[config.mk]
export PLATFORM = sky130hd
export DESIGN_NAME = psum_accumulator
export DESIGN_NICKNAME = d
export VERILOG_FILES = /design/src/rtl/psum_accumulator.sv
export SDC_FILE = /design/constraint.sdc
export NUM_CORES = 1
export LEC_CHECK = 0
export CAP_MARGIN = 5
export CELL_PAD_IN_SITES_DETAIL_PLACEMENT = 0
export CELL_PAD_IN_SITES_GLOBAL_PLACEMENT = 1
export CORE_ASPECT_RATIO = 0.9
export CORE_MARGIN = 2
export CORE_UTILIZATION = 38
export CTS_CLUSTER_DIAMETER = 150
export CTS_CLUSTER_SIZE = 10
export DETAILED_ROUTE_END_ITERATION = 6
export PLACE_DENSITY_LB_ADDON = 0.1
export SLEW_MARGIN = 25
export SYNTH_ARGS = -nofsm -noshare
export SYNTH_HDL_FRONTEND = slang
export SYNTH_SLANG_ARGS = --single-unit
[constraint.sdc]
create_clock -name clk -period 3.8 [get_ports clk]
set_input_delay 0.76 -clock clk [delete_from_list [all_inputs] [get_ports clk]]
set_output_delay 0.76 -clock clk [all_outputs]
set_load 0.05 [all_outputs]
[src/rtl/psum_accumulator.sv]
// psum_accumulator: sums groups of signed psum beats into a wide accumulator,
// saturates the group total to OUT_W bits and hands it downstream through a
// one-entry output register with a valid/ready handshake. Backpressure from
// the consumer stalls the incoming psum stream.

module psum_accumulator #(
  parameter int PSUM_W = 32,
  parameter int ACC_W  = 40,
  parameter int OUT_W  = 32,
  parameter int CNT_W  = 8
) (
  input  logic              clk,
  input  logic              RST,
  input  logic [PSUM_W-1:0] psum,
  input  logic              psum_valid,
  output logic              psum_ready,
  input  logic [CNT_W-1:0]  acc_len,
  input  logic              flush,
  output logic [OUT_W-1:0]  acc_out,
  output logic              acc_sat,
  output logic              acc_out_valid,
  input  logic              acc_out_ready,
  output logic              busy
);

  // Clamp limits of the OUT_W signed result, expressed at accumulator width
  localparam logic [ACC_W-1:0] SAT_MAX = {{(ACC_W-OUT_W+1){1'b0}}, {(OUT_W-1){1'b1}}};
  localparam logic [ACC_W-1:0] SAT_MIN = {{(ACC_W-OUT_W+1){1'b1}}, {(OUT_W-1){1'b0}}};
  localparam logic [CNT_W-1:0] ONE     = {{(CNT_W-1){1'b0}}, 1'b1};

  // IDLE: no group open; ACCUM: group open (beats taken or flush pending);
  // EMIT: the open group is closed in the current cycle
  typedef enum logic [1:0] {
    IDLE,
    ACCUM,
    EMIT
  } state_t;

  state_t state;
  state_t state_next;
  state_t phase;

  logic [ACC_W-1:0] acc;
  logic [CNT_W-1:0] cnt;
  logic [CNT_W-1:0] len_q;
  logic             flush_pend;
  logic             ready_en;

  logic             slot_free;
  logic             accept;
  logic             consume;
  logic             flush_req;
  logic [CNT_W-1:0] len_first;
  logic [CNT_W-1:0] len_eff;
  logic             last_beat;
  logic             flush_close;
  logic             close_now;
  logic [ACC_W-1:0] psum_ext;
  logic [ACC_W-1:0] sum_next;

  logic             do_close;
  logic [OUT_W-1:0] sat_val;
  logic             sat_flag;

  // Handshake decode; ready_en keeps psum_ready low while reset is held
  assign slot_free  = !acc_out_valid || acc_out_ready;
  assign psum_ready = ready_en && slot_free;
  assign accept     = psum_valid && psum_ready;
  assign consume    = acc_out_valid && acc_out_ready;
  assign flush_req  = flush || flush_pend;
  assign busy       = (cnt != '0) || flush_pend;

  // A zero group length is treated as a single-beat group
  assign len_first = (acc_len == '0) ? ONE : acc_len;
  assign len_eff   = (state == IDLE) ? len_first : len_q;

  assign last_beat   = accept && (cnt == (len_eff - ONE));
  assign flush_close = flush_req && slot_free && ((state == ACCUM) || accept);
  assign close_now   = last_beat || flush_close;

  assign psum_ext = {{(ACC_W-PSUM_W){psum[PSUM_W-1]}}, psum};
  assign sum_next = acc + (accept ? psum_ext : '0);

  // State register: tracks whether a group is currently open
  always_ff @(posedge clk or posedge RST) begin
    if (RST) begin
      state <= IDLE;
    end else begin
      state <= state_next;
    end
  end

  // Next-state logic: a closing cycle is EMIT, after which the group is empty
  always_comb begin
    phase      = state;
    state_next = state;
    if (close_now) begin
      phase = EMIT;
    end
    case (phase)
      IDLE:    state_next = accept ? ACCUM : IDLE;
      ACCUM:   state_next = ACCUM;
      EMIT:    state_next = IDLE;
      default: state_next = IDLE;
    endcase
  end

  // Output decode: saturate the closing sum into the OUT_W result range
  always_comb begin
    do_close = (phase == EMIT);
    sat_val  = sum_next[OUT_W-1:0];
    sat_flag = 1'b0;
    if ($signed(sum_next) > $signed(SAT_MAX)) begin
      sat_val  = SAT_MAX[OUT_W-1:0];
      sat_flag = 1'b1;
    end else if ($signed(sum_next) < $signed(SAT_MIN)) begin
      sat_val  = SAT_MIN[OUT_W-1:0];
      sat_flag = 1'b1;
    end
  end

  // Accumulator, beat counter, latched group length and pending flush
  always_ff @(posedge clk or posedge RST) begin
    if (RST) begin
      acc        <= '0;
      cnt        <= '0;
      len_q      <= ONE;
      flush_pend <= 1'b0;
      ready_en   <= 1'b0;
    end else begin
      ready_en <= 1'b1;
      if (do_close) begin
        acc        <= '0;
        cnt        <= '0;
        flush_pend <= 1'b0;
      end else begin
        if (accept) begin
          acc <= sum_next;
          cnt <= cnt + ONE;
          if (state == IDLE) begin
            len_q <= len_first;
          end
        end
        if (flush && !slot_free && (state == ACCUM)) begin
          flush_pend <= 1'b1;
        end
      end
    end
  end

  // One-entry output register: load on close, clear on consume, else hold
  always_ff @(posedge clk or posedge RST) begin
    if (RST) begin
      acc_out       <= '0;
      acc_sat       <= 1'b0;
      acc_out_valid <= 1'b0;
    end else begin
      if (do_close) begin
        acc_out       <= sat_val;
        acc_sat       <= sat_flag;
        acc_out_valid <= 1'b1;
      end else if (consume) begin
        acc_out_valid <= 1'b0;
      end
    end
  end

endmodule
==> impl_metrics.toml <==
[floorplan]
initial_core_util_pct = 38.5
num_rows = 46
boundaryPins = 81
die_w_um = 145
die-area_um2 = 18900
coreArea_um2 = 17600
die_y_um = 131

[sta]
finalSetupViolCount = 32
min_period_ns = 4.02
max_freq_ghz = 0.249
fin_skew_ns = 0.0112
fin_crit_sh_pct = 106
hold_viol_final = 0
holdWs_ns = 0.507
timing.slew.headroom_pct = 62.0
worst_pin_slew_ns = 0.571
grt_setup_unrepaired = "yes"
setup_slack_ns = -0.217
finalMaxSlewViolations = 0

[power]
swShare_pct = 44.7
ir_worst_vdd_mv = 0.402
leakagePower_nw = 4.73
p_sw_mw = 3.05
p_per_area_nw_per_um2 = 631
internal_power_mw = 3.78
seqPwrFrac_pct = 23.7
clkPwrFrac_pct = 14.5
p_comb_share_pct = 61.8

[drt]
antenna_left = 0
vias_per_cell = 5.33
post_drt_wl_per_cell_um = 17.6
firstDrtPassIters = 5
drt_iter0_drc = 382
drt_wl_total_um = 23700
dr_total_vias = 7169
drc = 0

[clock_network]
cts_max_path_buffers = 2
cts-root-buf = "clkbuf_16"
tritoncts.num_buffers = 9
insertion_delay_ns = 0.36
cts_tree = "built"
clk_pin_slew_worst_paths_ns = 0.08
htree_levels = 3
cts_sinks = 93

[setup_path]
reg2reg_from = "acc_out_valid"
critPathKind = "input port to register"
crit_path_start = "acc_out_ready"
critPathLaunchType = "input port"
cp_max_fo = 7
worst_ep_arrival_time_ns = 4.25
endpoint_kind = "register"
required_ns = 4.03

[placed_design]
place.detailed.hpwl_um = 15900
pre_cts_ws_ns = -1.09
port-buffer-count = 80
placed_area_um2 = 9330
place_congestion = 0.946
placedCellCount = 1296

[logic_synthesis]
syn_area_um2 = 6760
synth.most_common_cell = "nand2_1"
ys_warn_count = 0
syn_avg_cell_area_um2 = 8.08
ys_seq_area_share_pct = 34.4
postSynthCellCount = 837
ys_types = 60
ys_ff_latch = 93
synth_top_area_cell = "dfrtp_1"
synth-edff-count = 0
syn_nets = 925
synth_top_area_share_pct = 34.0
synth_ff_type = "dfrtp_1"
async_reset_ff_share_pct = 100
yosys-top-cells-count = "nand2_1, nor2_1, dfrtp_1"
synth_area_leaders = "dfrtp_1, ha_1, a21oi_1, nand2_1, nor2_1"

[global_route]
grt_pass1_wl_um = 36100
grt_max_degree = 94
grt_use_total_pct = 24.3
grt_pass1_vias = 7046
antenna_found_initial = 0
grt_overflow = 0

[finish]
design_area_um2 = 10800
nets = 1189
drive_gt1_share_pct = 35.9
layout.cells.non_filler = 1346
fin_util_pct = 61.7
antenna_cells = 0
syn2layout_area_growth_pct = 60.2

[run]
maxCapViolCount = 0

[run_status]
violations = "setup timing"
status = "complete, but fails checks"

[min_path]
min_from = "len_q[0]"
worstHoldPathType = "register to register"
[power by group through the flow]
stage / registers (mW) / logic [mW] / clock network, mW
after CTS: 1.61 / 3.70 / 1.01
after global placement: 1.61 / 3.45 / 0
after floorplan: 2.17 / 1.66 / 0
after global routing: 1.67 / 4.50 / 1.05
after detailed placement: 1.62 / 3.50 / 0
final: 1.62 / 4.22 / 0.990
[kinds of logic after synthesis]
family	after synthesis	synth area share, %
fa+ha+maj	43	8.07
buf+inv	60	3.77
xor+xnor	50	6.47
flops	93	34.4
mux	17	2.66
compound gates	251	22.4
other cells	1	0.0554
simple gates	322	22.2
[metrics by stage]
stage | setup TNS (ns) | power (mW)
detailed placement | -64.22 | 5.12
finish | -6.30 | 6.84
global route | -10.38 | 7.22
floorplan | -9.13 | 3.83
global placement | -62.37 | 5.05
CTS | -3.46 | 6.32
[path summary, 6_finish.rpt]
| check | to | slack, ns | cells past startpoint |
|---|---|---|---|
| setup / recovery | acc_out[19] | -0.22 | 21 |
| hold / removal | len_q[0] | 0.51 | 2 |
| setup reg to reg | acc_out[19] | -0.10 | 18 |
| hold reg to reg | len_q[0] | 0.51 | 2 |
| min in group asynchronous | acc_out_valid | 0.84 | 3 |
| max in group asynchronous | acc[26] | 2.58 | 3 |
[cells in the final DEF (no fill, tap or decap), types with 11 or more instances in the layout]
cell / count
clkbuf_16: 13
and2_1: 26
nor2_1: 89
and2_4: 14
o22ai_1: 11
dfrtp_1: 92
o22ai_2: 19
buf_6: 16
ha_1: 21
a21oi_1: 71
xnor2_1: 22
o21ai_0: 48
nand2_1: 111
a21oi_2: 15
xor2_1: 24
buf_4: 192
ha_4: 20
inv_1: 11
clkdlybuf4s50_1: 73
[sequential cells by signal (all words and copies together), names as in the netlist]
signal / flops
cnt: 8
acc_out_valid: 1
state: 1
ready_en: 1
acc: 40
acc_out: 32
flush_pend: 1
len_q: 8
acc_sat: 1
[what timing repair did]
action | 4_1_cts | 5_1_grt
hold buffers | 0 | 0
resized for setup | 94 | 85
pin swaps | 31 | 49
buffers inserted | 20 | 11
setup endpoints to repair | 82 | 81
cloned | 1 | 6
[critical path, stage by stage]
cell	delay, ns
buf_6	0.09
nand2b_4	0.15
and3_4	0.22
buf_6	0.14
buf_6	0.12
and2_4	0.14
ha_4	0.26
nand4_1	0.21
buf_6	0.22
nor3_4	0.17
o2111ai_2	0.12
nand3_2	0.09
buf_6	0.14
a21o_1	0.17
and3_4	0.21
o311ai_4	0.12
nor4_4	0.27
a32o_2	0.24
buf_12	0.14
clkbuf_16	0.17
o22ai_1	0.08
[area by class of cell]
type	instances	area (um^2)
Inverter	12	46.3
Sequential cell	93	2330
Multi-Input combinational cell	685	5170
Clock inverter	5	63.8
Clock buffer	11	253
Fill cell	1545	6720
Timing Repair Buffer	300	2680
Tap cell	240	300
[routing by layer]
layer  vias to the layer above  wire, um  track usage [%]
li1                       3507         -                -
met1                      3511     11400             35.1
met2                       127     11200             39.1
met3                        24       683             2.99
met4                         0       391             6.11
met5                         -         0                0
Power figures use the tool's default switching activity.
